## src/rtl/pipe_fwd_unit.sv

```systemverilog
// Operand forwarding / hazard unit: tracks destination writes through STAGES post-issue
// stages and picks the youngest producer per source. PIPE_FWD_UNIT_FWD_EN enables forwarding; otherwise full interlock.
module pipe_fwd_unit #(
   parameter int DATA_W     = 32,
   parameter int ADDR_W     = 5,
   parameter int STAGES     = 3,
   parameter int NSRC       = 2,
   parameter int LOAD_STAGE = 1
) (
   input  logic                     clk,
   input  logic                     rst_n,
   input  logic                     pipe_en,
   input  logic                     issue_valid,
   input  logic                     issue_wen,
   input  logic                     issue_load,
   input  logic [ADDR_W-1:0]        issue_waddr,
   input  logic [STAGES-1:0]        flush_mask,
   input  logic [NSRC*ADDR_W-1:0]   src_addr,
   input  logic [NSRC-1:0]          src_used,
   input  logic [NSRC*DATA_W-1:0]   rf_data,
   input  logic [STAGES*DATA_W-1:0] stage_data,
   output logic [NSRC*4-1:0]        fwd_sel,
   output logic [NSRC*DATA_W-1:0]   fwd_data,
   output logic                     stall
);

   typedef struct packed {
      logic              valid;
      logic              wen;
      logic              load;
      logic [ADDR_W-1:0] waddr;
   } entry_t;

   entry_t            ent     [STAGES];
   entry_t            shifted [STAGES];
   logic [STAGES-1:0] match   [NSRC];

   // Stage 0 takes the ID instruction only when it is not held back by a hazard.
   always_comb begin
      shifted[0] = '0;
      if (issue_valid && !stall) begin
         shifted[0].valid = 1'b1;
         shifted[0].wen   = issue_wen;
         shifted[0].load  = issue_load;
         shifted[0].waddr = issue_waddr;
      end
      for (int k = 1; k < STAGES; k++) shifted[k] = ent[k-1];
   end

   // NOTE: the tracking entries are a handful of flops whose valid bits must be
   // cleared by reset, so the whole array is reset (unlike a datapath RAM).
   always_ff @(posedge clk or negedge rst_n) begin
      if (!rst_n) begin
         for (int k = 0; k < STAGES; k++) ent[k] <= '0;
      end else begin
         for (int k = 0; k < STAGES; k++) begin
            if (flush_mask[k])  ent[k] <= '0;
            else if (pipe_en)   ent[k] <= shifted[k];
         end
      end
   end

   always_comb begin
      for (int s = 0; s < NSRC; s++) begin
         match[s] = '0;
         for (int k = 0; k < STAGES; k++) begin
            match[s][k] = src_used[s] && ent[k].valid && ent[k].wen &&
                          (ent[k].waddr == src_addr[s*ADDR_W +: ADDR_W]) &&
                          (src_addr[s*ADDR_W +: ADDR_W] != '0);
         end
      end
   end

`ifdef PIPE_FWD_UNIT_FWD_EN
   logic [NSRC-1:0] found;

   // Ascending scan: the first hit is the youngest writer, which owns the value.
   always_comb begin
      stall    = 1'b0;
      fwd_sel  = '0;
      fwd_data = rf_data;
      found    = '0;
      for (int s = 0; s < NSRC; s++) begin
         for (int k = 0; k < STAGES; k++) begin
            if (match[s][k] && !found[s]) begin
               found[s]                      = 1'b1;
               fwd_sel[s*4 +: 4]             = 4'(k + 1);
               fwd_data[s*DATA_W +: DATA_W]  = stage_data[k*DATA_W +: DATA_W];
               if (ent[k].load && (k < LOAD_STAGE)) stall = 1'b1;
            end
         end
      end
   end
`else
   logic [STAGES-1:0] unused_load;
   logic              unused_cfg;

   assign fwd_sel  = '0;
   assign fwd_data = rf_data;

   always_comb begin
      stall = 1'b0;
      for (int s = 0; s < NSRC; s++) stall = stall | (|match[s]);
   end

   // Load/stage data only matter when forwarding; keep them visibly consumed.
   always_comb begin
      for (int k = 0; k < STAGES; k++) unused_load[k] = ent[k].load;
   end
   assign unused_cfg = ^{stage_data, unused_load, (LOAD_STAGE >= 1) && (LOAD_STAGE < STAGES)};
`endif

endmodule

```

## config.mk

```make
export PLATFORM = sky130hd
export DESIGN_NAME = pipe_fwd_unit
export DESIGN_NICKNAME = d
export VERILOG_FILES = /design/src/rtl/pipe_fwd_unit.sv
export SDC_FILE = /design/constraint.sdc
export NUM_CORES = 1
export LEC_CHECK = 0
export CORE_AREA = 2 2 102 104
export DETAILED_ROUTE_END_ITERATION = 10
export DIE_AREA = 0 0 104 106
export HOLD_SLACK_MARGIN = 0.05
export SYNTH_ARGS = -nofsm -noshare
export SYNTH_HDL_FRONTEND = slang
export SYNTH_SLANG_ARGS = --single-unit
```

## constraint.sdc

```tcl
create_clock -name clk -period 2.14 [get_ports clk]
set_input_delay 0.428 -clock clk [delete_from_list [all_inputs] [get_ports clk]]
set_output_delay 0.428 -clock clk [all_outputs]
set_load 0.02 [all_outputs]
```

# Word-level counts from Yosys, hierarchy flattened

Cells that the tools add are included.

Register bits: 23
Latch bits: 0
Bits in writable memories: 0
ROM bits: 0
Bits of input ports: 186
Logic and storage cells: 58
Memories: 0

Add/subtract/negate cells: 0
Multiply operators: 0
Divide/modulo/power cells: 0
$lt $le $gt $ge: 0
Equality and inequality tests: 6
Shift-type cells: 0
Mux-type cells: 7
Bitwise logic cells: 1
Reductions and logical operators: 33

Operators with widths:

| kind              | number |
|---|---|
| $mux 8            | 7 |
| $eq 5x5->1        | 6 |
| $logic_and 1x1->1 | 25 |
| $reduce_bool 5->1 | 2 |
| $reduce_bool 2->1 | 3 |
| $reduce_or 3->1   | 2 |
| $logic_not 1->1   | 1 |
| $or 1x1->1        | 1 |

# Logic depth before layout (Yosys ltp)

Gate-level depths: netlist of run 1.

Word-level depth: 11
Gate-level depth with buffers: 5
Mapped depth without buffers: 5

# Least setup slack after synthesis of run 1

Ideal clock, no wire load.

Path type: register -> output
Start point: register ent[19] (netlist bit)
End point: output port stall
Arrival: 1.524 ns
Required time: 1.712 ns
Path slack: 0.188 ns
Cell stages (with the launch flop): 6
Buffers on the path: 0
Cells stage by stage: dfrtp_1 > xor2_1 > nor4_1 > nand4_1 > a31oi_2 > or2_1

Longest elaborated chain between the ends: 5
Elaborated cells on any way between the ends: 9
Those cells by class: eq/ne: 2; bitwise: 1; reduce/logical: 6

Ends and longest elaborated chain:

| item                              | line | RTL |
|---|---|---|
| from (decl)                       | 34   | `entry_t ent [STAGES];` |
| from (signal, indexed assignment) | 58   | `else if (pipe_en) ent[k] <= shifted[k];` |
| $eq 5x5->1                        | 68   | `(ent[k].waddr == src_addr[s*ADDR_W +: ADDR_W]) &&` |
| $logic_and 1x1->1                 | 67   | `match[s][k] = src_used[s] && ent[k].valid && ent[k].wen &&` |
| $logic_and 1x1->1                 | 68   |  |
| $reduce_or 3->1                   | 103  | `for (int s = 0; s < NSRC; s++) stall = stall \| (\|match[s]);` |
| $or 1x1->1 *                      | 103  |  |
| to (decl)                         | 24   | `output logic stall` |

Mark *: on every way between the ends. The rest lies on a longest branch, timed or not.

# Worst setup path after layout of run 1

Start point: input port src_addr[8]
End point: output port stall

Longest elaborated chain between the ends: 5
Elaborated cells on any way between the ends: 12
Those cells by class: eq/ne: 3; bitwise: 1; reduce/logical: 8

Ends and longest elaborated chain:

| item              | line | RTL |
|---|---|---|
| from (decl)       | 18   | `input logic [NSRC*ADDR_W-1:0] src_addr,` |
| $eq 5x5->1        | 68   |  |
| $logic_and 1x1->1 | 67   |  |
| $logic_and 1x1->1 | 68   |  |
| $reduce_or 3->1 * | 103  |  |
| $or 1x1->1 *      | 103  |  |

Marked as above.

==> summary.txt, run 1 <==
Synth
  • Synth Cell Area: ~1800 µm²
  • Top cells by area, synth: buf_4 30%, dfrtp_1 29%, xor2_1 12%
  • Avg Synthesized Cell Area: 9.25 µm²
  • Mapped Cells: 197
  • Post-synth top area share: slightly below 30%
  • Leading area contributor after synthesis: buf_4
  • Synthesized flop and latch total: 21
  • Post-synthesis sequential area ratio: 28.8%
  • Yosys warning total: 0
  • Post-synth cell types: 21

Power
  • Switching Share: between 20% and 30%
  • Max VDD drop: around 130 µV
  • Sw power: ~0.23 mW
  • Pwr Total: ~0.85 mW
  • Static leakage: roughly 0.88 nW
  • Share of power burned in combinational logic: 20.9%
  • Proportion of power drawn by flip-flops and latches: between 40 and 50%
  • Power Density: around 440 nW/µm²
  • P_int: about 0.63 mW
  • Clock network power share: a little under a third

Place
  • Hpwl dp: 3380 µm
  • I/O Buffers: 25
  • Placer Congestion: just under 0.8
  • Placed cells: approximately 310
  • Post-Place Worst Slack: -0.978 ns

Floorplan
  • I/O pins: between 200 and 300
  • Row cnt: 37
  • Die Height: roughly 110 µm
  • Core area: 10000 µm²
  • Die ar.: between 10000 and 15000 µm²
  • Die W: 104 µm
  • Starting Density: between 10% and 20%

Cells and area
  • Largest regs: ent: 21 flops
  • Top reg by flops: ent
  • Ant diodes: 0
  • Number of flip-flops in the largest register: 21
  • Share of post-route cells with drive strength above 1: between 20% and 30%
  • Area Overhead vs Synth: 7.28%
  • Nets: between 300 and 400
  • Layout Cells excl Fill: ~320

Clock network
  • Clk Latency, worst-skew pair: between 0.2 and 0.3 ns
  • Hold buffer count at cts: 0
  • CTS root buffer: clkbuf_8
  • TritonCTS Buffers: 3
  • Reg clk slew, reported paths: approximately 0.070 ns
  • Clock Sinks: 21
  • CTS tree: yes
  • Setup bufs post-CTS: 0
  • Max H-tree Level: 1
  • Clk buf depth: 2

Routing
  • DR WL/cell: between 10 and 15 µm
  • Detail Route Antenna Nets: 0
  • Vias: roughly 1200
  • WL final: ~4200 µm
  • DR pass1 iterations: 4
  • DRT iter0 DRCs: 74
  • Via density: 3.67
  • Post-route DRC: 0

STA
  • Max Fclk: about 440 MHz
  • Post-route setup TNS: -0.154 ns
  • Final Setup Violations: 1
  • Pins Over Slew Limit: 0
  • Worst setup margin: -0.154 ns
  • Layout Skew: 0.00241 ns
  • Final min period: ~2.3 ns
  • Final period util: 107%
  • Unrepaired setup endpoints after global routing: true
  • Fin. Hold Viols: 0

Status
  • Failing checks: negative setup slack
  • Outcome: finished, violations left

Global route
  • Initial antenna violation count: 0
  • All-Layer GR Usage: ~7.8%
  • Pin count of the biggest net entering global routing: 29
  • First-pass GRT wire length: 6740 µm
  • Grt total ovfl: 0
  • Vias in the first global route: between 1000 and 1500

Setup path
  • R2R depth: 6
  • Crit path DAT: ~1.9 ns
  • Crit start category: primary input
  • Element type at the critical path end: output port
  • Worst setup path start: src_addr[8]
  • CP Capture Point: stall
  • Crit path kind: primary input to output port
  • Reg2reg end: ent[18]
  • Worst Path Max Fanout: 4
  • RR Startpoint: ent[8]
  • R2r setup slk: between 0.4 and 0.5 ns
  • Required time worst endpoint: about 1.7 ns

Job
  • Max Cap Violations: 0

Worst hold path
  • Min-delay worst type: primary input to async pin
synthesized netlist by cell type:
cell type and count:
clkbuf_1 3, o32ai_1 7, buf_4 72, buf_2 1, xor2_1 24, o21ai_1 1, a31oi_2 2, nor2b_1 1
nor2_1 14, nand3_1 6, or4_1 2, mux2i_1 14, nand4_1 6, o21ai_2 1, nand2b_1 7, nor4_1 6
conb_1 1, xnor2_1 6, or2_1 1, nand2_1 1, dfrtp_1 21
cells by family after synthesis:
group,after synthesis,synth area share [%]
buffers and inverters,76,30.6
AND/OR/NAND/NOR,44,12.8
XOR/XNOR,30,14.4
flip-flops,21,28.8
multiplexers,14,7.69
AO/OA/AOI/OAI,11,5.49
other,1,0.206
placed cells by master, fill, tap and decap left out, drive strengths merged, types with 7 or more instances in the layout:
master | Yosys | final
nor2 | 14 | 14
clkbuf | 3 | 8
buf | 73 | 25
nand2b | 7 | 7
clkdlybuf4s50 | 0 | 14
xor2 | 24 | 24
o32ai | 7 | 7
mux2i | 14 | 14
conb | 1 | 8
dfrtp | 21 | 21
timing repair:
item / in CTS / in global routing
endpoints found under the hold margin: 0 / 0
gates resized for setup: 22 / 10
setup endpoints to repair: 1 / 1
pin swaps: 9 / 12
area by class of cell:
cell class / count / area (µm²)
Multi-Input combinational cell: 107 / 795
Tap cell: 136 / 170
Clock buffer: 4 / 45.0
Sequential cell: 21 / 526
Fill cell: 1144 / 8050
Timing Repair Buffer: 49 / 419
per-layer routing:
layer / up-vias / GRT usage [%] / wire, µm
li1: 549 / - / -
met1: 539 / 11.1 / 2060
met2: 51 / 10.2 / 1720
met3: 24 / 2.58 / 311
met4: 0 / 4.34 / 139
met5: - / 0 / 0
power groups by stage:
stage / clock network (mW) / registers [mW] / logic (mW)
after global routing: 0.280 / 0.420 / 0.194
after CTS: 0.265 / 0.418 / 0.178
after global placement: 0 / 0.426 / 0.178
after floorplan: 0 / 0.423 / 0.261
final: 0.257 / 0.418 / 0.178
after detailed placement: 0 / 0.426 / 0.181
worst max-delay path: stages:
cell,delay (ns)
dlygate4sd2_1,0.30
xor2_1,0.18
nor4_2,0.25
nand4_1,0.15
a31oi_2,0.26
or2_4,0.18
buf_6,0.11
worst min path at each step:
| stage | start | end | slack, ns | cells past startpoint |
|---|---|---|---|---|
| 2_1_floorplan | rst_n | ent[0] | 0.13 | 0 |
| 3_3_place_gp | ent[6] | ent[6] | 0.56 | 2 |
| 3_5_place_dp | ent[6] | ent[6] | 0.58 | 2 |
| 4_1_cts | rst_n | ent[11] | 0.55 | 2 |
| 5_1_grt | rst_n | ent[11] | 0.55 | 2 |
| 6_report | rst_n | ent[16] | 0.52 | 2 |
through the flow:
stage / cell area (µm²) / hold WS [ns] / utilization, %
global placement: 1900 / 0.563 / 19.0
finish: 1950 / 0.523 / 19.5
CTS: 1950 / 0.546 / 19.5
global route: 1950 / 0.545 / 19.5
floorplan: 1850 / 0.132 / -
detailed placement: 1900 / 0.579 / 19.0
Power figures use the tool's default switching activity.
==> run 2, diff against run 1 <==
- HOLD_SLACK_MARGIN: 0.05 -> not set
==> results of run 2 <==
The final DEF is identical to that of run 1; final timing and power are the same.
==> run 3, diff against run 2 <==
- ABC_AREA: not set -> 1
- CORE_AREA: 2 2 102 104 -> 2 2 99 101
- DIE_AREA: 0 0 104 106 -> 0 0 101 103
- HOLD_SLACK_MARGIN: not set -> 0.03
- PLACE_DENSITY: not set -> 0.69
==> summary.txt, run 3 <==
Cells and area
  • Share of post-route cells with drive strength above 1: 11.6% (-12 points)
  • Number of flip-flops in the largest register: 21 (unchanged)
  • Multi-input logic area: 767 µm² (-3.5%)
  • Fill cell count: 1054 (-7.9%)
  • Largest regs: ent: 21 flops
  • Most common cell after layout, fill and taps aside: nand2_1
  • Nets: 438 (+19%)
  • Most frequent cells in the layout: 79 x nand2_1, 24 x inv_1, 21 x dfrtp_1
  • Top reg by flops: ent
  • Ant diodes: 0 (unchanged)
  • Finished layout cell area: 1920 µm² (-1.9%)
  • Layout Cells excl Fill: 365 (+15%)
  • FF/Latch Area: 526 µm² (unchanged)
  • Area Overhead vs Synth: 0.393%

Global route
  • First-pass GRT wire length: 7260 µm (+7.7%)
  • Initial antenna violation count: 0 (unchanged)
  • Grt total ovfl: 0 (unchanged)
  • All-Layer GR Usage: 8.96% (+1.1 points)
  • Vias in the first global route: 1472 (+16%)
  • Pin count of the biggest net entering global routing: 22 (-24%)

Setup path
  • Crit path kind: primary input to output port
  • Worst setup path start: src_used[1]
  • Crit path DAT: 1.64 ns (-0.23 ns)
  • Required time worst endpoint: 1.71 ns (about the same)
  • Element type at the critical path end: output port
  • Worst Path Max Fanout: 3 (-1)
  • Crit start category: primary input
  • RR Startpoint: ent[18]

Power
  • Power Density: 447 nW/µm² (+2.4%)
  • Static leakage: 0.958 nW (+9.4%)
  • Pwr Total: 0.857 mW (+0.45%)
  • Proportion of power drawn by flip-flops and latches: 48.7% (-0.3 points)
  • Switching Share: 28.7% (+2.1 points)
  • Max VDD drop: 178 µV (+41%)
  • Share of power burned in combinational logic: 20.2% (-0.7 points)
  • Clock network power share: 31.2% (+1.1 points)
  • Sw power: 0.246 mW (+8.6%)
  • P_int: 0.611 mW (-2.5%)

Place
  • Placer Congestion: 0.911 (+15%)
  • I/O Buffers: 25 (unchanged)
  • Placed cells: 361 (+15%)
  • Cell Area, Placed: 1870 µm² (-1.8%)
  • Hpwl dp: 3690 µm (+9.4%)

Clock network
  • Reg clk slew, reported paths: 0.08 ns (about the same)
  • CTS tree: yes
  • Hold buffer count at cts: 0 (unchanged)
  • CTS root buffer: clkbuf_8
  • Clk buf depth: 2 (unchanged)
  • Clk Latency, worst-skew pair: 0.26 ns (about the same)
  • Setup bufs post-CTS: 0 (unchanged)
  • Clock Sinks: 21 (unchanged)
  • TritonCTS Buffers: 3 (unchanged)
  • Max H-tree Level: 1 (unchanged)

Floorplan
  • Die ar.: 10400 µm² (-5.6%)
  • Core area: 9460 µm² (-5.4%)
  • Die W: 101 µm (-2.9%)
  • Die Height: 103 µm (-2.8%)
  • I/O pins: 259 (unchanged)
  • Starting Density: 20.2% (+2.0 points)
  • Row cnt: 36 (-2.7%)

Routing
  • Via density: 4.22 (+15%)
  • WL final: 4700 µm (+11%)
  • Vias: 1540 (+32%)
  • DR pass1 iterations: 5 (+1)
  • DRT iter0 DRCs: 69 (-6.8%)
  • Detail Route Antenna Nets: 0 (unchanged)
  • Post-route DRC: 0 (unchanged)
  • DR WL/cell: 12.9 µm (-3.6%)

Synth
  • Post-synth top area share: 28.3% (-1.4 points)
  • Avg Synthesized Cell Area: 6.92 µm² (-25%)
  • Prevailing post-synth register cell: dfrtp_1
  • Mapped Cells: 276 (+40%)
  • Post-synthesis sequential area ratio: 27.5% (-1.3 points)
  • Yosys warning total: 0 (unchanged)
  • Synthesized flop and latch total: 21 (unchanged)
  • Top cells by area, synth: buf_4 28%, dfrtp_1 28%, nand2_1 16%
  • Synth Cell Area: 1910 µm² (+4.8%)
  • Post-synth cell types: 18 (-14%)
  • Top-count cell post-synth: nand2_1
  • Synth cell count leaders: 79 x nand2_1, 72 x buf_4, 25 x inv_1, 21 x dfrtp_1, 19 x nand3_1
  • Post-synth EDFFs: 0 (unchanged)
  • Async S/R FF share, synth: 100% (unchanged)
  • Leading area contributor after synthesis: buf_4

STA
  • Unrepaired setup endpoints after global routing: false
  • Final min period: 2.07 ns (-0.222 ns)
  • Layout Skew: 0.00103 ns (-0.00138 ns)
  • Final Setup Violations: 0 (-1)
  • Fin. Hold Viols: 0 (unchanged)
  • Post-route setup TNS: 0 ns (+0.154 ns)
  • Pins Over Slew Limit: 0 (unchanged)
  • Final period util: 96.8% (-10 points)
  • Max Fclk: 483 MHz (+11%)

Worst hold path
  • Min-delay worst type: primary input to async pin

Job
  • Max Cap Violations: 0 (unchanged)

Status
  • Outcome: complete, no violations
## run 3: changes by cell type after synthesis, moves of 10 or more
cell,delta
inv_1,+25
mux2i_1,-14
nand2_1,+78
nand3_1,+13
o22ai_1,+10
xor2_1,-16
## run 3: cell families (layout without fill, tap and decap cells)
logic type	Yosys count	after routing	synth area share (%)
other cells	1	8	0.196
xor+xnor	8	8	3.67
buf+inv	102	70	34.2
flops	21	21	27.5
compound gates	20	20	5.90
simple gates	124	124	28.5
## run 3: power groups by stage
| stage | combinational, mW | sequential [mW] | clock, mW |
|---|---|---|---|
| after floorplan | 0.266 | 0.421 | 0 |
| after global placement | 0.176 | 0.424 | 0 |
| after detailed placement | 0.178 | 0.425 | 0 |
| after CTS | 0.174 | 0.417 | 0.280 |
| after global routing | 0.194 | 0.419 | 0.299 |
| final | 0.173 | 0.417 | 0.267 |
## run 3: final cells by class
type,count,area share (%)
multi-input combinational,160,40.0
sequential,21,27.4
timing repair buffer,36,16.9
clock buffer,4,2.35
inverter,30,5.87
tap,114,7.44
## run 3: layer usage
metal  vias up  global-route usage (%)  share of wire [%]
met5         -                       0                  0
met4         0                    7.28                7.0
met2        64                    13.5                 43
met3        40                    1.49                8.9
met1       698                    11.2                 41
li1        738                       -                  -
## run 3: path summary, 6_finish.rpt
kind | slack [ns] | depth (start not counted) | endpoint
max in group asynchronous | 1.42 | 2 | ent[12]
worst max register to register | 0.74 | 10 | ent[18]
worst min register to register | 0.56 | 2 | ent[6]
worst min-delay path | 0.50 | 2 | ent[18]
min in group clk | 0.56 | 2 | ent[6]
worst max-delay path | 0.07 | 8 | stall
## run 3: stage by stage
step	util, %	hold WS (ns)	worst slack, ns
after global routing	20.3	0.531	0.0167
final	20.3	0.501	0.0685
after CTS	20.2	0.509	0.0144
after detailed placement	19.8	0.549	-0.570
after global placement	19.8	0.525	-0.575
after floorplan	-	0.132	0.633
## run 3: critical path: stages
cell and delay (ns):
clkdlybuf4s50_1 0.51, nand3_1 0.09, a21oi_1 0.14, nand3_1 0.09, nand3_1 0.10, nand2_2 0.06, nand2_1 0.08, buf_4 0.14
## run 3: what timing repair did
| item | 4_1_cts | 5_1_grt |
|---|---|---|
| endpoints found under the hold margin | 0 | 0 |
| cloned | 0 | 0 |
| endpoints found under the setup margin | 1 | 1 |
| resized for setup | 16 | 4 |
